==> src/rtl/wb_ctrl_pkg.sv <==
// ============================================================================
// Module  : wb_ctrl_pkg
// Purpose : Shared encodings for the writeback-stage controller.
// Rev     : 1.0  initial release
// ============================================================================
`default_nettype none

package wb_ctrl_pkg;

    localparam logic [1:0] SRC_ALU  = 2'd0;
    localparam logic [1:0] SRC_PC   = 2'd1;
    localparam logic [1:0] SRC_LOAD = 2'd2;

    localparam logic [2:0] F3_LB  = 3'b000;
    localparam logic [2:0] F3_LH  = 3'b001;
    localparam logic [2:0] F3_LW  = 3'b010;
    localparam logic [2:0] F3_LD  = 3'b011;
    localparam logic [2:0] F3_LBU = 3'b100;
    localparam logic [2:0] F3_LHU = 3'b101;
    localparam logic [2:0] F3_LWU = 3'b110;

    typedef enum logic [1:0] {
        IDLE      = 2'd0,
        WAIT_LOAD = 2'd1,
        COMMIT    = 2'd2
    } state_t;

endpackage

`default_nettype wire

==> src/rtl/wb_ctrl_load_ext.sv <==
// ============================================================================
// Module  : wb_ctrl_load_ext
// Purpose : Load lane select and sign/zero extension from a raw doubleword.
// Rev     : 1.0  initial release
// ============================================================================
`default_nettype none

module wb_ctrl_load_ext
    import wb_ctrl_pkg::*;
#(
    parameter int DW = 64
) (
    input  logic [2:0]    i_funct3,
    input  logic [2:0]    i_off,
    input  logic [DW-1:0] i_rdata,
    output logic [DW-1:0] o_data
);

    // Offset bits below the lane size are dropped, so misaligned accesses truncate.
    logic [5:0]  w_byte_sh;
    logic [5:0]  w_half_sh;
    logic [5:0]  w_word_sh;
    logic [7:0]  w_byte;
    logic [15:0] w_half;
    logic [31:0] w_word;

    assign w_byte_sh = {i_off, 3'b000};
    assign w_half_sh = {i_off[2:1], 4'b0000};
    assign w_word_sh = {i_off[2], 5'b00000};
    assign w_byte    = i_rdata[w_byte_sh +: 8];
    assign w_half    = i_rdata[w_half_sh +: 16];
    assign w_word    = i_rdata[w_word_sh +: 32];

    always_comb begin
        o_data = i_rdata;
        case (i_funct3)
            F3_LB:   o_data = {{(DW-8){w_byte[7]}}, w_byte};
            F3_LH:   o_data = {{(DW-16){w_half[15]}}, w_half};
            F3_LW:   o_data = {{(DW-32){w_word[31]}}, w_word};
            F3_LBU:  o_data = {{(DW-8){1'b0}}, w_byte};
            F3_LHU:  o_data = {{(DW-16){1'b0}}, w_half};
            F3_LWU:  o_data = {{(DW-32){1'b0}}, w_word};
            default: o_data = i_rdata;
        endcase
    end

endmodule

`default_nettype wire

==> src/rtl/wb_ctrl.sv <==
// ============================================================================
// Module  : wb_ctrl
// Purpose : Writeback controller: register-file write port, busy scoreboard, instret.
// Rev     : 1.0  initial release
// ============================================================================
`default_nettype none

module wb_ctrl
    import wb_ctrl_pkg::*;
#(
    parameter int DW = 64,
    parameter int AW = 5
) (
    input  logic              clk,
    input  logic              rstn,
    input  logic              ex_valid,
    output logic              ex_ready,
    input  logic              ex_we,
    input  logic [AW-1:0]     ex_rd,
    input  logic [1:0]        ex_src,
    input  logic [2:0]        ex_funct3,
    input  logic [2:0]        ex_addr_lo,
    input  logic [DW-1:0]     ex_alu_data,
    input  logic [DW-1:0]     ex_pc_data,
    input  logic              mem_rvalid,
    output logic              mem_rready,
    input  logic [DW-1:0]     mem_rdata,
    output logic              wb_en,
    output logic              wb_load,
    output logic              wb_pc,
    output logic              wb_alu,
    output logic [AW-1:0]     wb_addr,
    output logic [DW-1:0]     load_data,
    output logic [DW-1:0]     pc_data,
    output logic [DW-1:0]     alu_data,
    output logic [2**AW-1:0]  busy,
    output logic [63:0]       instret
);

    state_t             r_state;
    state_t             w_next;
    logic               r_we;
    logic [AW-1:0]      r_rd;
    logic [1:0]         r_src;
    logic [2:0]         r_funct3;
    logic [2:0]         r_off;
    logic [DW-1:0]      r_alu;
    logic [DW-1:0]      r_pc;
    logic [DW-1:0]      r_load;
    logic [2**AW-1:0]   r_busy;
    logic [2**AW-1:0]   w_busy_nxt;
    logic [63:0]        r_instret;
    logic [DW-1:0]      w_ext;
    logic               w_accept;
    logic               w_commit;
    logic               w_load_hs;

    assign ex_ready   = (r_state != WAIT_LOAD);
    assign mem_rready = (r_state == WAIT_LOAD);
    assign w_accept   = ex_valid & ex_ready;
    assign w_commit   = (r_state == COMMIT);
    assign w_load_hs  = mem_rready & mem_rvalid;

    always_comb begin
        w_next = r_state;
        case (r_state)
            IDLE, COMMIT: begin
                if (w_accept) w_next = (ex_src == SRC_LOAD) ? WAIT_LOAD : COMMIT;
                else          w_next = IDLE;
            end
            WAIT_LOAD: if (mem_rvalid) w_next = COMMIT;
            default:   w_next = IDLE;
        endcase
    end

    always_ff @(posedge clk) begin
        if (!rstn) r_state <= IDLE;
        else       r_state <= w_next;
    end

    always_ff @(posedge clk) begin
        if (!rstn) begin
            r_we     <= 1'b0;
            r_rd     <= '0;
            r_src    <= SRC_ALU;
            r_funct3 <= '0;
            r_off    <= '0;
            r_alu    <= '0;
            r_pc     <= '0;
        end else if (w_accept) begin
            r_we     <= ex_we;
            r_rd     <= ex_rd;
            r_src    <= ex_src;
            r_funct3 <= ex_funct3;
            r_off    <= ex_addr_lo;
            r_alu    <= ex_alu_data;
            r_pc     <= ex_pc_data;
        end
    end

    wb_ctrl_load_ext #(.DW(DW)) u_load_ext (
        .i_funct3 (r_funct3),
        .i_off    (r_off),
        .i_rdata  (mem_rdata),
        .o_data   (w_ext)
    );

    always_ff @(posedge clk) begin
        if (!rstn)          r_load <= '0;
        else if (w_load_hs) r_load <= w_ext;
    end

    // Clear for the retiring write first, then set for the new one so set wins.
    always_comb begin
        w_busy_nxt = r_busy;
        if (w_commit) w_busy_nxt[r_rd] = 1'b0;
        if (w_accept && ex_we && (ex_rd != '0)) w_busy_nxt[ex_rd] = 1'b1;
        w_busy_nxt[0] = 1'b0;
    end

    always_ff @(posedge clk) begin
        if (!rstn) begin
            r_busy    <= '0;
            r_instret <= '0;
        end else begin
            r_busy <= w_busy_nxt;
            if (w_commit) r_instret <= r_instret + 64'd1;
        end
    end

    assign wb_en     = w_commit & r_we & (r_rd != '0);
    assign wb_load   = w_commit & (r_src == SRC_LOAD);
    assign wb_pc     = w_commit & (r_src == SRC_PC);
    assign wb_alu    = w_commit & (r_src != SRC_LOAD) & (r_src != SRC_PC);
    assign wb_addr   = r_rd;
    assign load_data = r_load;
    assign pc_data   = r_pc;
    assign alu_data  = r_alu;
    assign busy      = r_busy;
    assign instret   = r_instret;

endmodule

`default_nettype wire

==> config.mk <==
export PLATFORM = sky130hd
export DESIGN_NAME = wb_ctrl
export DESIGN_NICKNAME = d
export VERILOG_FILES = /design/src/rtl/wb_ctrl_pkg.sv /design/src/rtl/wb_ctrl_load_ext.sv /design/src/rtl/wb_ctrl.sv
export SDC_FILE = /design/constraint.sdc
export NUM_CORES = 1
export LEC_CHECK = 0
export CAP_MARGIN = 20
export CORE_AREA = 2 2 196 198
export DETAILED_ROUTE_END_ITERATION = 7
export DIE_AREA = 0 0 198 200
export GPL_ROUTABILITY_DRIVEN = 0
export HOLD_SLACK_MARGIN = 0.02
export MAX_ROUTING_LAYER = met4
export PLACE_DENSITY = 0.67
export SYNTH_ARGS = -nofsm -noshare
export SYNTH_HDL_FRONTEND = slang
export SYNTH_SLANG_ARGS = --single-unit
==> constraint.sdc <==
create_clock -name clk -period 4.6 [get_ports clk]
set_input_delay 1.15 -clock clk [delete_from_list [all_inputs] [get_ports clk]]
set_output_delay 1.15 -clock clk [all_outputs]
set_load 0.005 [all_outputs]
**Yosys cells after proc, flatten, opt, wreduce, memory -nomap -nowiden**

Cells that the tools add are included.

- Multiplexer cells: 11
- Equality and inequality tests: 14
- $add $sub $neg: 1
- Reductions and logical operators: 9
- Bitwise operators: 11
- Shifts and indexed selects: 3
- $lt $le $gt $ge: 4

Operator list:

| cell | count |
|---|---|
| case mux 64 bit (6 select lines) | 1 |
| adder 64 x 1 -> 64 bit (second input constant) | 1 |
| two-way mux 32 bit | 2 |
| indexed part select 64 x 7 -> 16 bit | 1 |
| indexed part select 64 x 7 -> 32 bit | 1 |
| indexed part select 64 x 7 -> 8 bit | 1 |
| AND 32 bit | 1 |
| inverter 32 bit | 1 |
| OR 32 bit | 1 |
| < comparator 5 x 6 -> 1 bit (second input constant) | 2 |
| demux 1 bit (select 5 bit) | 2 |
| >= comparator 5 x 1 -> 1 bit (second input constant) | 2 |
| nonzero test 5 bit | 2 |
| equality test 3 bit (second input constant) | 3 |
| AND 1 bit | 8 |
| equality test 2 bit (second input constant) | 3 |
| two-way mux 2 bit | 3 |
| equality test 2 x 1 -> 1 bit (second input constant) | 2 |
| logical AND 1 bit | 4 |
| != test 2 x 1 -> 1 bit (second input constant) | 2 |
| != test 2 bit (second input constant) | 2 |
| case mux 2 bit (2 select lines) | 1 |
| equality test 3 x 1 -> 1 bit (second input constant) | 1 |
| equality test 3 x 2 -> 1 bit (second input constant) | 1 |
| other kinds (4) | 5 |

- Output and inout bits: 299
- Word-level logic and storage cells: 65
- Bits in registers: 304
- Input port bits: 210

**Longest topological paths before layout**

Gate-level depths: netlist (run 1).

- Word-level depth: 9
- Gate-level depth with buffers: 8
- Mapped depth without buffers: 6

**Modules after synthesis**

Synthesis (run 1) repeated with hierarchy kept, for this count alone.

- Cells, all modules: 1,702
- Area total of the unflattened synthesis: 13,356.6 um2

By module, submodules not included:

| module | seq. area each (um2) | cells each | times used | area each (um2) |
|---|---|---|---|---|
| wb_ctrl | 6,065.8 | 1,457 | 1 | 11,584.9 |
| wb_ctrl_load_ext | 0.0 | 245 | 1 | 1,771.7 |

**Worst setup path before layout (run 1)**

Ideal clock, no wire load.

- Path type: in2reg
- From: in mem_rdata[63]
- To: reg r_load[32], in the netlist load_data[32]
- Library setup time: 0.122 ns
- Stages: 6
- Path buffers: 1
- Setup slack: 2.172 ns
- Required time: 4.478 ns
- Arrival time: 2.307 ns
- Cells stage by stage: mux4_2 nand2_1 o21ai_0 o21bai_1 buf_2 a21oi_1

- Word-level cells in the longest chain between the ends: 2
- Elaborated cells on any way between the ends: 4
- Classes of those cells: shift (3); mux (1)

Ends and longest elaborated chain:

| item | RTL line | source |
|---|---|---|
| start: declaration | wb_ctrl.sv:27 | `input logic [DW-1:0] mem_rdata,` |
| indexed part select 64 x 7 -> 32 bit, or another cell as far along | wb_ctrl_load_ext.sv:32 | `assign w_word = i_rdata[w_word_sh +: 32];` |
| case mux 64 bit (6 select lines) (*) | wb_ctrl_load_ext.sv:36 | `case (i_funct3)` |
| end signal: assignment | wb_ctrl.sv:110 | `else if (w_load_hs) r_load <= w_ext;` |
| end: declaration | wb_ctrl.sv:49 | `logic [DW-1:0] r_load;` |

Mark *: on every way between the ends. The rest lies on a longest branch, timed or not.
A chain may end at the register's enable or synchronous reset.

**Final worst setup path (run 1)**

- From: reg r_rd[4], in the netlist wb_addr[4]
- To: out wb_en

- Word-level cells in the longest chain between the ends: 2

Ends and longest elaborated chain:

| item | RTL line | source |
|---|---|---|
| start: declaration | wb_ctrl.sv:43 | `logic [AW-1:0] r_rd;` |
| start signal: assignment | wb_ctrl.sv:92 | `r_rd <= ex_rd;` |
| nonzero test 5 bit | wb_ctrl.sv:131 | `assign wb_en = w_commit & r_we & (r_rd != '0);` |
| AND 1 bit | wb_ctrl.sv:131 |  |
| end: declaration | wb_ctrl.sv:28 | `output logic wb_en,` |

Every way passes these cells.

==> results of run 1 <==
-- cells in the mapped netlist (17+ instances only) --
cell type / n / area share (%)
dfxtp_1: 303 / 46
clkbuf_1: 101 / 2.9
o21a_1: 24 / 1.4
or3_1: 17 / 0.80
nor4_1: 17 / 0.80
inv_1: 19 / 0.54
mux2i_1: 22 / 1.7
a21oi_1: 274 / 10
o21ai_0: 105 / 4.0
nor2_1: 95 / 2.7
nand3_1: 24 / 0.91
nand2_1: 361 / 10
nand2b_1: 18 / 0.85
nand4_1: 25 / 1.2
-- sequential cells by signal, summed over array words and instances (netlist names) --
register   count
alu_data      64
instret       64
load_data     64
pc_data       64
busy          31
wb_addr        5
r_funct3       3
r_off          3
r_src          2
r_state        2
r_we           1
-- metrics by stage --
| step | instance area [um2] | hold slack (ns) | util [%] | instances | power, mW |
|---|---|---|---|---|---|
| final | 20000 | 0.451 | 53.3 | 2620 | 6.72 |
| after global routing | 19900 | 0.471 | 53.3 | 2619 | 6.97 |
| after CTS | 19900 | 0.453 | 53.3 | 2616 | 6.79 |
| after detailed placement | 18700 | 0.437 | 49.9 | 2552 | 3.70 |
| after global placement | 18600 | 0.440 | 49.8 | 2550 | 3.69 |
| after floorplan | 13200 | 0.435 | - | 1638 | 3.19 |
-- per-layer routing --
layer / part of all wire [%] / vias to the layer above / GRT usage, %
li1: - / 6596 / -
met1: 40 / 6549 / 30.6
met2: 50 / 608 / 43.3
met3: 7.5 / 111 / 5.43
met4: 2.8 / 0 / 7.71
met5: 0 / - / -
-- power by group --
group / leakage, nW / internal [mW] / total (mW) / switching, mW
Clock: 0.638 / 1.91 / 3.07 / 1.17
Sequential: 2.47 / 2.72 / 2.78 / 0.0625
Combinational: 3.98 / 0.451 / 0.872 / 0.421
-- worst reg2reg max path, cell delays in order (launching register included) --
cell and delay [ns]:
dfxtp_1 0.48, ha_1 0.28, nand4_1 0.13, nor2_1 0.70
nand4_1 0.65, or4_1 0.59, a21oi_1 0.14
-- final timing paths --
kind / start / to / slack (ns) / depth (start not counted)
setup / recovery: wb_addr[4] / wb_en / 1.23 / 3
hold / removal: alu_data[49] / alu_data[49] / 0.45 / 2
setup reg to reg: instret[0] / instret[62] / 1.56 / 6
hold reg to reg: alu_data[49] / alu_data[49] / 0.45 / 2
-- kinds of logic after synthesis --
logic type	count (synthesis)	share of synthesized area, %
other	1	0.0284
adders and majority gates	1	0.0946
AOI/OAI and AO/OA	474	20.1
DFF	303	45.9
muxes	51	5.41
buffers and inverters	140	4.20
xor gates and xnor gates	29	1.92
and+or+nand+nor	639	22.3
-- area by class of cell --
type | count | area share (%)
flip-flops and latches | 303 | 30.4
inverters | 20 | 0.401
clock buffers | 52 | 5.58
multi-input cells | 1195 | 33.2
diodes | 4 | 0.0502
clock inverters | 12 | 0.872
repair buffers | 523 | 26.3
well taps | 511 | 3.20
==> metrics.cfg, run 1 <==
[logic_synthesis]
async_flop_share_pct = 0
ys_ff_latch = 303
synth_edf_count = 0
synth_area_per_cell_um2 = 8.07
yosysWarnings = 0
syn-cell-area_um2 = 13200
yosysSeqAreaShare_pct = 45.9
synthesis.nets = 1849
synth_cell_types = 66
synthFlopType = dfxtp_1
postSynthCellCount = 1638

[global_routing]
grt_max_degree = 135
overflow = 0
gr-usage-all-layers_pct = 25.5
grt_pass1_vias = 13100
antenna_found_initial = 5
grt_pass1_wl_um = 76600

[route]
wl_um = 51500
antenna_left = 0
vias = 13900
vias_per_cell = 5.29
detail_route.wl_per_cell_um = 19.7
initialDrtViolationCount = 1048
drt_first_pass_iters = 7
drc = 0

[sta]
slew_violations = 0
finClkSkew_ns = 0.0183
hold_violations = 0
final.min_clock_period_ns = 3.37
setup_viol = 0
rsz0062_at_grt = false
setup_tns_ns = 0
worst_slew_pin_slew_ns = 1.09
fin_crit_sh_pct = 73.4
fmax_mhz = 296
finalWorstSetupSlack_ns = 1.23
maxSlewHeadroom_pct = 27.1

[run]
drv_cap = 0

[critical_path]
cp_slowest_cell = or3_1
end_kind = output port
arrival_ns = 2.22
crit_path_start_kind = flop
crit_type = flop to output port
crit_family = simple AND/OR/NAND/NOR gates
crit_required_ns = 3.45
path_buf_inv = 1
cpPeakStageDelay_ns = 0.49
crit_chain = or3_1 > o311a_1 > clkdlybuf4s50_1
critPathMaxFanout = 10

[place]
pre_cts_slack_ns = 1.34
port_buffers = 507
hpwlAfterDp_um = 37500

[floorplan]
die_w_um = 198
core_area_um2 = 37400
row_count = 71
fp.dieH_um = 200
fp.dieArea_um2 = 39600
ioPinCount = 509
start_util_pct = 35.4

[clock_tree]
cts_resized = 0
numCtsBuffers = 36
clock-sinks = 303
clk_root_buffer_cell = clkbuf_16
cts_tree = yes
clock_latency_ns = 0.53
post_cts_buffers = 0
ctsHoldBuffers = 0
h-tree-depth = 2
cts_buffer_depth = 3
cts.clk_slew.worst_paths_ns = 0.05

[finish]
layout_common_cells = clkdlybuf4s50_1 (506), nand2_1 (360), dfxtp_1 (302)
layout_commonest_cell = clkdlybuf4s50_1
multi_input_area_um2 = 6620
seq_area_um2 = 6070
finalNetCount = 2290
syn2layout_area_growth_pct = 50.9
final_layout_size_suffix_gt1_share_pct = 6.51
fillers = 3474

[power_and_ir_drop]
p_leak_nw = 7.09
p_per_area_nw_per_um2 = 337
vdd.ir_drop.worst_uv = 286

[status]
status = finished, final reports clean

[min_path]
min_path_type = flop to flop

Note: power is estimated with default switching activity, not from simulation.
==> run 2, diff against run 1 <==
- clock period: 4.6 -> 3.3 ns (I/O delays scaled with it)
==> metrics.cfg, run 2 (same netlist as run 1, synthesis figures left out) <==
[clock_tree]
numCtsBuffers = 35  ; -2.8%
cts_tree = yes
cts_resized = 0  ; unchanged
clock-sinks = 303  ; unchanged
post_cts_buffers = 0  ; unchanged
h-tree-depth = 2  ; unchanged
ctsHoldBuffers = 0  ; unchanged
cts.clk_slew.worst_paths_ns = 0.06  ; about the same
clock_latency_ns = 0.53  ; about the same
clk_root_buffer_cell = clkbuf_16
cts_buffer_depth = 3  ; unchanged

[route]
drt_first_pass_iters = 5  ; -2
drc = 0  ; unchanged
vias = 14000  ; +0.92%
initialDrtViolationCount = 1091  ; +4.1%
antenna_left = 0  ; unchanged
vias_per_cell = 5.31  ; +0.42%
wl_um = 52000  ; +0.86%
detail_route.wl_per_cell_um = 19.7  ; +0.37%

[place]
hpwlAfterDp_um = 38600  ; +2.9%
port_buffers = 507  ; unchanged

[run]
drv_cap = 0  ; unchanged

[global_routing]
grt_max_degree = 109  ; -19%
grt_pass1_vias = 13200  ; +0.31%
grt_pass1_wl_um = 77200  ; +0.79%
antenna_found_initial = 4  ; -1
gr-usage-all-layers_pct = 25.8  ; +0.30 points
overflow = 0  ; unchanged

[sta]
hold_violations = 0  ; unchanged
fin_crit_sh_pct = 92.1
worst_slew_pin_slew_ns = 0.772  ; -0.319 ns
setup_tns_ns = 0  ; unchanged
maxSlewHeadroom_pct = 48.5  ; +21 points
worst_hold_slack_ns = 0.452  ; +0.00104 ns
fmax_mhz = 329
slew_violations = 0  ; unchanged
finClkSkew_ns = 0.0147  ; -0.00362 ns
final.min_clock_period_ns = 3.04
rsz0062_at_grt = false
setup_viol = 0  ; unchanged

[critical_path]
arrival_ns = 2.21  ; about the same
end_kind = output port
critPathMaxFanout = 10  ; unchanged
r2r_slack_ns = 0.82  ; -0.74 ns
crit_path_start_kind = flop
crit_type = flop to output port
crit_required_ns = 2.47  ; -0.98 ns

[floorplan]
ioPinCount = 509  ; unchanged
row_count = 71  ; unchanged
start_util_pct = 35.4  ; unchanged
die_w_um = 198  ; unchanged
fp.dieArea_um2 = 39600  ; unchanged
fp.dieH_um = 200  ; unchanged
core_area_um2 = 37400  ; unchanged

[power_and_ir_drop]
vdd.ir_drop.worst_uv = 520  ; +82%
combPwrFrac_pct = 13.7  ; +0.7 points
switching_share_pct = 24.8  ; +0.23 points
pwr-share-clk_pct = 43.2  ; -2.5 points
p_seq_share_pct = 43.1  ; +1.8 points
p_leak_nw = 7.13  ; +0.52%
power_mw = 9.00  ; +34%
power.switching_mw = 2.23  ; +35%
p_per_area_nw_per_um2 = 451  ; +34%
p_int_mw = 6.77  ; +33%

[finish]
layout_commonest_cell = clkdlybuf4s50_1
syn2layout_area_growth_pct = 50.9  ; about the same
finalNetCount = 2310  ; +0.87%
final_layout_size_suffix_gt1_share_pct = 7.02  ; +0.52 points
layout_common_cells = clkdlybuf4s50_1 (506), nand2_1 (360), dfxtp_1 (302)

[status]
status = finished, final reports clean

[min_path]
min_path_type = flop to flop

## run 2: critical path, cell delays in order (launching register included)
cell,delay (ns)
dfxtp_1,0.41
or3_1,0.47
o311a_1,0.35
clkdlybuf4s50_1,0.46
## run 2: routing by layer
layer  share of wire [%]  global-route usage, %  routed length [um]  vias to the layer above
li1                    -                      -                   -                     6631
met1                  39                   30.8               20400                     6583
met2                  49                   43.1               25700                      651
met3                 7.7                   5.21                4000                      126
met4                 3.7                   10.1                1900                        0
met5                   0                      -                   0                        -
## run 2: worst paths after layout
kind / from / to / cells past startpoint
setup / recovery: wb_addr[4] / wb_en / 3
setup reg to reg: instret[0] / instret[62] / 6
hold reg to reg: alu_data[49] / alu_data[49] / 2
hold / removal: alu_data[49] / alu_data[49] / 2
## run 2: final cells by class
| class | count | area [um2] |
|---|---|---|
| Fill cell | 3487 | 17400 |
| Multi-Input combinational cell | 1195 | 6620 |
| Sequential cell | 303 | 6070 |
| Timing Repair Buffer | 544 | 5410 |
| Clock buffer | 54 | 1090 |
| Tap cell | 511 | 639 |
| Inverter | 20 | 80.1 |
| Clock inverter | 5 | 50.0 |
| Antenna cell | 1 | 2.50 |
## run 2: power groups by stage
| stage | combinational (mW) | sequential (mW) | clock [mW] |
|---|---|---|---|
| floorplan | 0.509 | 3.94 | 0 |
| global placement | 1.21 | 3.96 | 0 |
| detailed placement | 1.22 | 3.96 | 0 |
| CTS | 1.23 | 3.88 | 3.97 |
| global route | 1.32 | 3.90 | 4.09 |
| finish | 1.23 | 3.88 | 3.88 |
## run 2: metrics by stage
step / setup WS, ns / area (um2) / utilization (%) / instances
6_report: 0.260 / 20000 / 53.4 / 2633
4_1_cts: 0.232 / 20000 / 53.4 / 2632
2_1_floorplan: 1.20 / 13200 / - / 1638
5_1_grt: 0.216 / 20000 / 53.4 / 2632
3_5_place_dp: 0.526 / 18800 / 50.3 / 2573
3_3_place_gp: 0.557 / 18800 / 50.3 / 2573
==> run 3, diff against run 2 <==
- PLACE_DENSITY: 0.67 -> 0.69
- clock period: 3.3 -> 2.69 ns (I/O delays scaled with it)
==> metrics.cfg, run 3 (same netlist as run 1, synthesis figures left out) <==
[route]
antenna_left = 0  ; unchanged
wl_um = 51900  ; -0.15%
vias_per_cell = 5.29  ; -0.48%
initialDrtViolationCount = 925  ; -15%
drc = 0  ; unchanged
detail_route.wl_per_cell_um = 19.5  ; -1.2%
drt_first_pass_iters = 5  ; unchanged
vias = 14100  ; +0.54%

[global_routing]
gr-usage-all-layers_pct = 25.9  ; about the same
grt_pass1_vias = 13400  ; +1.6%
overflow = 0  ; unchanged
antenna_found_initial = 4  ; unchanged
grt_max_degree = 119  ; +9.2%
grt_pass1_wl_um = 77000  ; -0.25%

[critical_path]
arrival_ns = 1.90  ; -0.31 ns
crit_path_start_kind = flop
critPathMaxFanout = 6  ; -4
end_kind = output port
crit_type = flop to output port
crit_required_ns = 2.02  ; -0.45 ns

[floorplan]
fp.dieArea_um2 = 39600  ; unchanged
row_count = 71  ; unchanged
start_util_pct = 35.4  ; unchanged
die_w_um = 198  ; unchanged
fp.dieH_um = 200  ; unchanged
core_area_um2 = 37400  ; unchanged
ioPinCount = 509  ; unchanged

[finish]
final_layout_size_suffix_gt1_share_pct = 7.98  ; +0.95 points
layout_common_cells = clkdlybuf4s50_1 (504), nand2_1 (360), dfxtp_1 (302)
syn2layout_area_growth_pct = 53.3
layout_commonest_cell = clkdlybuf4s50_1
finalNetCount = 2328  ; +0.78%

[clock_tree]
cts_tree = yes
numCtsBuffers = 37  ; +5.7%
clk_root_buffer_cell = clkbuf_16
cts_buffer_depth = 3  ; unchanged
clock-sinks = 303  ; unchanged
cts.clk_slew.worst_paths_ns = 0.05  ; about the same
h-tree-depth = 2  ; unchanged
clock_latency_ns = 0.55  ; +0.02 ns

[power_and_ir_drop]
p_per_area_nw_per_um2 = 567  ; +26%
pwr-share-clk_pct = 45.2  ; +2.0 points
switching_share_pct = 24.4  ; -0.40 points
power.switching_mw = 2.80  ; +26%
power_mw = 11.5  ; +28%
combPwrFrac_pct = 13.5  ; -0.2 points
p_seq_share_pct = 41.3  ; -1.8 points
vdd.ir_drop.worst_uv = 573  ; +10%
p_int_mw = 8.69  ; +28%
p_leak_nw = 7.30  ; +2.4%

[place]
port_buffers = 507  ; unchanged
hpwlAfterDp_um = 38500  ; about the same

[sta]
worst_slew_pin_slew_ns = 0.782  ; +0.00977 ns
hold_violations = 0  ; unchanged
setup_viol = 0  ; unchanged
setup_tns_ns = 0  ; unchanged
fin_crit_sh_pct = 95.6
maxSlewHeadroom_pct = 47.9  ; -0.58 points
slew_violations = 0  ; unchanged
finClkSkew_ns = 0.0110  ; -0.00371 ns
worst_hold_slack_ns = 0.450  ; -0.00205 ns
fmax_mhz = 389
rsz0062_at_grt = false
final.min_clock_period_ns = 2.57

[run]
drv_cap = 0  ; unchanged

[min_path]
min_path_type = flop to flop

[status]
status = finished, final reports clean

run 3: changes by cell type in the layout (fill, tap and decap cells not counted), sizes merged:
cell and delta:
buf +16, clkbuf +4, diode +4, bufinv +3, clkdlybuf4s50 -2, clkinv -1, dlygate4sd2 +1, dlymetal6s2s +1
inv +1
run 3: path summary, 6_finish.rpt:
path                      start             to  slack (ns)  cells after the start
setup reg to reg       r_off[2]  load_data[31]        0.37                      5
hold reg to reg   load_data[13]  load_data[13]        0.45                      2
setup / recovery     r_state[0]        wb_load        0.12                      3
hold / removal    load_data[13]  load_data[13]        0.45                      2
run 3: final cells by class:
| type | instances | area, um2 |
|---|---|---|
| well taps | 511 | 639 |
| diodes | 5 | 12.5 |
| multi-input cells | 1195 | 6640 |
| flip-flops and latches | 303 | 6070 |
| inverters | 20 | 80.1 |
| clock inverters | 8 | 144 |
| repair buffers | 560 | 5570 |
| clock buffers | 58 | 1120 |
| fillers | 3462 | 17100 |
run 3: per-layer routing:
metal,track usage (%),vias up,wire length (um)
met5,-,-,0
met4,12.8,0,2510
met1,29.9,6651,20300
li1,-,6675,-
met2,42.3,596,25300
met3,6.17,144,3730
run 3: through the flow:
stage,setup slack (ns),utilization [%],cells,instance area [um2]
6_report,0.118,54.2,2660,20300
5_1_grt,0.0280,54.2,2659,20300
4_1_cts,0.00632,54.1,2654,20200
3_5_place_dp,-0.0103,50.7,2588,19000
3_3_place_gp,0.0453,50.7,2588,19000
2_1_floorplan,0.739,-,1638,13200
run 3: what timing repair did:
item | 4_1_cts | 5_1_grt
pin swaps | 0 | 1
buffers inserted | 0 | 0
endpoints found under the setup margin | 2 | 2
gates resized for setup | 3 | 4
hold buffers | 0 | 0
run 3: power by group through the flow:
stage | combinational [mW] | sequential (mW) | clock (mW)
2_1_floorplan | 0.625 | 4.83 | 0
3_3_place_gp | 1.52 | 4.84 | 0
3_5_place_dp | 1.54 | 4.84 | 0
4_1_cts | 1.55 | 4.75 | 5.31
5_1_grt | 1.67 | 4.76 | 5.49
6_report | 1.55 | 4.75 | 5.19
run 3: worst max-delay path: stages (launching register included):
cell	delay, ns
dfxtp_1	0.36
nand2b_2	0.25
nor3b_2	0.18
clkdlybuf4s50_1	0.57
